**config.mk**
```make
export PLATFORM = sky130hd
export DESIGN_NAME = program_sequencer
export DESIGN_NICKNAME = d
export VERILOG_FILES = /design/src/rtl/program_sequencer_pkg.sv /design/src/rtl/program_sequencer_return_stack.sv /design/src/rtl/program_sequencer.sv
export SDC_FILE = /design/constraint.sdc
export NUM_CORES = 1
export LEC_CHECK = 0
export CORE_ASPECT_RATIO = 1.25
export CORE_MARGIN = 1
export CORE_UTILIZATION = 25
export DETAILED_ROUTE_END_ITERATION = 6
export PLACE_DENSITY_LB_ADDON = 0.2
export SLEW_MARGIN = 30
export SYNTH_ARGS = -nofsm -noshare
export SYNTH_HDL_FRONTEND = slang
export SYNTH_SLANG_ARGS = --single-unit
```
**constraint.sdc**
```tcl
create_clock -name clk -period 2.8 [get_ports clk]
set_input_delay 0.56 -clock clk [delete_from_list [all_inputs] [get_ports clk]]
set_output_delay 0.56 -clock clk [all_outputs]
set_load 0.1 [all_outputs]
```
**src/rtl/program_sequencer_pkg.sv**
```systemverilog
// Shared types for the program sequencer: ICU opcode set and sequencer states.
// The return stack is enabled by defining SEQ_CALL_STACK_EN.
package program_sequencer_pkg;

  localparam int PROG_OP_W = 4;

  typedef enum logic [PROG_OP_W-1:0] {
    NOPO = 4'h0,
    LD   = 4'h1,
    LDC  = 4'h2,
    AND  = 4'h3,
    ANDC = 4'h4,
    OR   = 4'h5,
    ORC  = 4'h6,
    XNOR = 4'h7,
    STO  = 4'h8,
    STOC = 4'h9,
    IEN  = 4'hA,
    OEN  = 4'hB,
    JMP  = 4'hC,
    RTN  = 4'hD,
    SKZ  = 4'hE,
    NOPF = 4'hF
  } instruction_t;

  typedef enum logic [2:0] {
    HALT,
    FETCH,
    LOAD,
    REQ,
    DROP
  } seq_state_t;

endpackage

```
**src/rtl/program_sequencer_return_stack.sv**
```systemverilog
// LIFO of return addresses; push when full and pop when empty are ignored.
// Only instantiated when SEQ_CALL_STACK_EN is defined.
module seq_return_stack #(
  parameter int PC_W        = 8,
  parameter int STACK_DEPTH = 4
) (
  input  logic            clk,
  input  logic            rst_n,
  input  logic            push_i,
  input  logic            pop_i,
  input  logic [PC_W-1:0] data_i,
  output logic [PC_W-1:0] data_o,
  output logic            full_o,
  output logic            empty_o
);

  localparam int IDX_W = (STACK_DEPTH > 1) ? $clog2(STACK_DEPTH) : 1;
  localparam int CNT_W = $clog2(STACK_DEPTH + 1);
  localparam logic [CNT_W-1:0] CNT_MAX = CNT_W'(STACK_DEPTH);
  localparam logic [CNT_W-1:0] CNT_ONE = CNT_W'(1);

  logic [PC_W-1:0]  mem_q [STACK_DEPTH];
  logic [CNT_W-1:0] cnt_q;
  logic [IDX_W-1:0] top_idx;

  assign full_o  = (cnt_q == CNT_MAX);
  assign empty_o = (cnt_q == '0);
  assign top_idx = IDX_W'(cnt_q - CNT_ONE);
  assign data_o  = mem_q[top_idx];

  always_ff @(posedge clk or negedge rst_n) begin
    if (!rst_n) begin
      cnt_q <= '0;
      for (int i = 0; i < STACK_DEPTH; i++) mem_q[i] <= '0;
    end else if (push_i && !full_o) begin
      mem_q[IDX_W'(cnt_q)] <= data_i;
      cnt_q <= cnt_q + CNT_ONE;
    end else if (pop_i && !empty_o) begin
      cnt_q <= cnt_q - CNT_ONE;
    end
  end

endmodule

```
**src/rtl/program_sequencer.sv**
```systemverilog
// Program sequencer: owns the PC, fetches ROM words, runs a 4-phase req/ack with the ICU.
// Optional return stack under SEQ_CALL_STACK_EN.
module program_sequencer
  import program_sequencer_pkg::*;
#(
  parameter int PC_W        = 8,
  parameter int STACK_DEPTH = 4,
  parameter int SYNC_STAGES = 2
) (
  input  logic                      clk,
  input  logic                      rst_n,
  input  logic                      run,
  output logic                      prog_rd,
  output logic [PC_W-1:0]           prog_addr,
  input  logic [PROG_OP_W+PC_W-1:0] prog_data,
  output logic                      req_o,
  input  logic                      ack_i,
  output instruction_t              instruction,
  output logic [PC_W-1:0]           io_addr,
  input  logic                      jmp_i,
  input  logic                      rtn_i,
  input  logic                      flag_f_i,
  output logic                      halted,
  output logic                      stack_err
);

  localparam logic [PC_W-1:0] PC_ONE = PC_W'(1);

  seq_state_t             state_q, state_d;
  logic [PC_W-1:0]        pc_q, pc_d, pc_inc, ret_pc;
  instruction_t           instr_q, instr_d;
  logic [PC_W-1:0]        io_q, io_d;
  logic                   req_q, req_d;
  logic                   stop_q, stop_d;
  logic [SYNC_STAGES-1:0] sync_q;
  logic                   ack_s, adv;

  // ICU is self-timed; ack crosses into clk through a plain shift register
  always_ff @(posedge clk or negedge rst_n) begin
    if (!rst_n) sync_q <= '0;
    else        sync_q <= (sync_q << 1) | SYNC_STAGES'(ack_i);
  end

  assign ack_s  = sync_q[SYNC_STAGES-1];
  assign adv    = (state_q == REQ) && ack_s;
  assign pc_inc = pc_q + PC_ONE;

`ifdef SEQ_CALL_STACK_EN
  logic            push, pop, full, empty, err_q;
  logic [PC_W-1:0] top;

  assign push = adv && jmp_i;
  assign pop  = adv && !jmp_i && rtn_i;

  seq_return_stack #(
    .PC_W       (PC_W),
    .STACK_DEPTH(STACK_DEPTH)
  ) u_stack (
    .clk    (clk),
    .rst_n  (rst_n),
    .push_i (push),
    .pop_i  (pop),
    .data_i (pc_inc),
    .data_o (top),
    .full_o (full),
    .empty_o(empty)
  );

  assign ret_pc = empty ? pc_inc : top;

  always_ff @(posedge clk or negedge rst_n) begin
    if (!rst_n) err_q <= 1'b0;
    else        err_q <= err_q | (push & full) | (pop & empty);
  end

  assign stack_err = err_q;
`else
  logic unused_cfg;
  assign unused_cfg = rtn_i ^ (STACK_DEPTH > 0);
  assign ret_pc     = pc_inc;
  assign stack_err  = 1'b0;
`endif

  always_comb begin
    state_d = state_q;
    pc_d    = pc_q;
    instr_d = instr_q;
    io_d    = io_q;
    req_d   = req_q;
    stop_d  = stop_q;
    prog_rd = 1'b0;
    halted  = 1'b0;
    unique case (state_q)
      HALT: begin
        halted = 1'b1;
        if (run && !ack_s) state_d = FETCH;
      end
      FETCH: begin
        prog_rd = 1'b1;
        state_d = LOAD;
      end
      LOAD: begin
        instr_d = instruction_t'(prog_data[PC_W +: PROG_OP_W]);
        io_d    = prog_data[PC_W-1:0];
        req_d   = 1'b1;
        state_d = REQ;
      end
      REQ: begin
        if (ack_s) begin
          req_d   = 1'b0;
          stop_d  = flag_f_i;
          state_d = DROP;
          if (jmp_i)      pc_d = io_q;
          else if (rtn_i) pc_d = ret_pc;
          else            pc_d = pc_inc;
        end
      end
      DROP: begin
        if (!ack_s) state_d = (stop_q || !run) ? HALT : FETCH;
      end
      default: state_d = HALT;
    endcase
  end

  always_ff @(posedge clk or negedge rst_n) begin
    if (!rst_n) begin
      state_q <= HALT;
      pc_q    <= '0;
      instr_q <= NOPO;
      io_q    <= '0;
      req_q   <= 1'b0;
      stop_q  <= 1'b0;
    end else begin
      state_q <= state_d;
      pc_q    <= pc_d;
      instr_q <= instr_d;
      io_q    <= io_d;
      req_q   <= req_d;
      stop_q  <= stop_d;
    end
  end

  assign prog_addr   = pc_q;
  assign req_o       = req_q;
  assign instruction = instr_q;
  assign io_addr     = io_q;

endmodule

```
* Word level (Yosys, flattened, before mapping) *
Index checks and enable logic that the tools add are counted.

storage, ports and cells
  bits of input ports = 19
  flip-flop bits (word level) = 27

operators by class
  add/sub/neg operators = 1
  bitwise gates (word level) = 1
  reduce and logical (&&, ||, !) cells = 9
  muxes and demuxes = 10
  equal/unequal tests = 7

operator list
  kind                                           count
  one-hot mux 3 bit (5 select lines)             1
  two-way mux 3 bit                              3
  adder 8 x 1 -> 8 bit, second input constant    1
  two-way mux 8 bit                              1
  == test 3 x 2 -> 1 bit, second input constant  2
  != test 2 bit, second input constant           3
  two-way mux 1 bit                              4
  AND reduction 2 bit                            2
  == test 3 x 1 -> 1 bit, second input constant  1
  == test 3 bit, second input constant           1
  logical NOT 3 bit                              1
  AND reduction 3 bit                            1
  logical NOT 1 bit                              2
  bitwise OR 2 x 1 -> 2 bit                      1
  one-hot mux 1 bit (2 select lines)             1
  nonzero test 2 bit                             1
  logical AND 1 bit                              1
  logical OR 1 bit                               1

* Logic depth before layout (Yosys ltp) *
  word-level depth = 5
  depth in mapped cells = 5

* Least setup slack after synthesis *
No wires, ideal clock.

  path kind = register to output
  from = register state_q[2]
  to = output port prog_rd
  setup slack = -481 ps
  arrival = 2721 ps
  cell stages (with the launch flop) = 3
  cell sequence = dfrtp_1 > buf_2 > nor3b_1

between the ends
  cells in the longest elaborated chain, start to end = 2

ends and longest elaborated chain
  element                 line                      source
  from (decl)             program_sequencer.sv:29   seq_state_t state_q, state_d;
  from (signal assigned)  program_sequencer.sv:134  state_q <= state_d;
  == test 3 x 1 -> 1 bit  program_sequencer.sv:93   unique case (state_q)
  two-way mux 1 bit       program_sequencer.sv:93
  to (decl)               program_sequencer.sv:13   output logic prog_rd,

Every way passes these cells.

* Worst setup path in the final report *
  from = register state_q[0]
  to = output port prog_rd

Same word-level chain as after synthesis.

==> flow_metrics.env <==
export IMPL_wirelength_met1_mm=1.23
export IMPL_grt_pass1_wl_mm=4.55
export IMPL_first_pass_iters=4
export IMPL_viasPerCell=4.70
export IMPL_worst_slack_ps=867
export IMPL_io_buffers=40
export IMPL_required_ps=2240
export IMPL_synth_nets=131
export IMPL_postCtsSetupBuffers=0
export IMPL_ios=43
export IMPL_cts_buffer_depth=2
export IMPL_fin_util_pct=34.2
export IMPL_cts_sinks=27
export IMPL_relSlewSlack_pct=55.7
export IMPL_top_layer_used="met4"
export IMPL_synth_flop_cell="dfrtp_1"
export IMPL_critPathBufInv=1
export IMPL_nets=169
export IMPL_period_share_pct=69.0
export IMPL_initial_utilization_pct=25.8
export IMPL_hpwl_mm=2.01
export IMPL_period_needed_ps=1930
export IMPL_post_cts_resized=0
export IMPL_syn_to_final_growth_pct=32.3
export IMPL_crit_family="flip-flops"
export IMPL_grt_max_degree=28
export IMPL_synth_edf_count=0
export IMPL_synth_avg_cell_area_sq_um=11.7
export IMPL_wl_met3_um=160
export IMPL_synth_distinct_cells=38
export IMPL_die_area_sq_um=5510
export IMPL_cts_root_buffer="clkbuf_8"
export IMPL_crit_path_max_fanout=11
export IMPL_synth_top_cell_by_area="dfrtp_1"
export IMPL_antenna_found_initial=0
export IMPL_dr_wl_met2_mm=1.39
export IMPL_hold_path_class="flop to flop"
export IMPL_synth_top_area_share_pct=51.8
export IMPL_grt_ovfl_total=0
export IMPL_grtUsageTotal_pct=11.1
export IMPL_timing_fmax_mhz=517
export IMPL_worstSetupPathDepth=2
export IMPL_dp_slack_ps=726
export IMPL_die_w_um=66.6
export IMPL_critPathMaxStageDelay_ps=570
export IMPL_worstPathArrival_ps=1370
export IMPL_cts_buffers_inserted=3
export IMPL_end_kind="primary output"
export IMPL_postSynthCellCount=111
export IMPL_first_iter_violations=43
export IMPL_status="complete, no violations"
export IMPL_syn_area_sq_um=1300
export IMPL_cts_hold_fix_buffers=0
export IMPL_drcViolationCount=0
export IMPL_setup_tns_ps=0
export IMPL_hold_viol_final=0
export IMPL_vias=988
export IMPL_slowest_stage="dfrtp_1"
export IMPL_rows=29
export IMPL_async_flop_share_pct=100
export IMPL_synth_area_leaders="dfrtp_1 52%, mux2_2 12%, o21ai_0 2.3%"
export IMPL_cts_clk_slew_worst_paths_ps=90
export IMPL_start_kind="flop"
export IMPL_rr_worst_depth=2
export IMPL_grt_pass1_vias=977
export IMPL_antennaDiodeCount=0
export IMPL_drive_gt1_share_pct=31.8
export IMPL_drv_cap=0
export IMPL_path_cells="nor3b_2 -> buf_4"
export IMPL_ys_seq_elements=27
export IMPL_finClkSkew_ps=2.72
export IMPL_worstSkewPairLatency_ps=270
export IMPL_yosysSeqAreaShare_pct=51.8
export IMPL_setup_viol=0
export IMPL_wl_mm=2.80
export IMPL_design_core_area_sq_um=5040
export IMPL_path_class="flop to primary output"
export IMPL_htreeDepth=1
export IMPL_rsz0062_at_grt="no"
export IMPL_hold_depth=0
export IMPL_slew_viol_final=0
export IMPL_antenna_left=0
export IMPL_die_height_um=82.7
export IMPL_cts_tree="yes"
export IMPL_synth_yosys_warnings=0
export IMPL_worst_pin_slew_ps=664
export IMPL_gp_congestion=0.763
export IMPL_wl_per_cell_um=13.3
==> flip-flops by register name, indices dropped and copies added, names as in the netlist <==
register,cells
prog_addr,8
instruction,4
io_addr,8
sync_q,2
state_q,3
req_o,1
stop_q,1
==> cell families after synthesis <==
group                    share of synthesized area, %
AO/OA/AOI/OAI                                    11.3
adder cells (fa/ha/maj)                         0.960
buffers and inverters                            5.28
flip-flops                                       51.8
multiplexers                                     13.6
other                                           0.288
AND/OR/NAND/NOR                                  16.7
==> final timing paths <==
check | from | endpoint | slack [ps]
max in group asynchronous | rst_n | prog_addr[0] | 1880
max reg2reg | state_q[1] | instruction[0] | 1110
min reg2reg | sync_q[0] | sync_q[1] | 360
min in group asynchronous | rst_n | prog_addr[7] | 660
max | state_q[0] | prog_rd | 870
min | sync_q[0] | sync_q[1] | 360
==> cells in the mapped netlist, types with 3 or more instances <==
cell type,n
buf_4,4
nand2_1,6
dfrtp_1,27
mux2_2,14
o21ai_0,6
and3_1,4
nor2_1,6
a21oi_1,3
==> area by class of cell <==
type / instances / area (sq um)
fillers: 506 / 3320
flip-flops and latches: 27 / 676
well taps: 62 / 77.6
repair buffers: 41 / 350
multi-input cells: 74 / 569
inverters: 2 / 7.51
clock buffers: 4 / 45.0
==> layout by cell type, fill, tap and decap left out, types with 3 or more instances in the layout <==
cell,instances
dfrtp_1,27
buf_4,24
clkdlybuf4s50_1,17
mux2_2,14
nor2_1,6
o21ai_0,6
nand2_1,6
and3_1,4
a21oi_1,3
clkbuf_8,3
==> metrics by stage <==
step,area [sq um],hold WS [ps],std cells
CTS,1730,362,210
floorplan,1310,264,111
detailed placement,1680,340,206
finish,1730,359,210
global placement,1680,338,206
global route,1730,377,210
==> layer usage <==
metal,vias up,track usage [%]
met4,0,5.11
met1,487,13.6
met2,24,18.4
li1,475,-
met3,2,2.61
met5,-,0
Power is left out: the tool's default activity adds up to more than one toggle a clock period on the data nets, which glitch-free logic cannot reach.
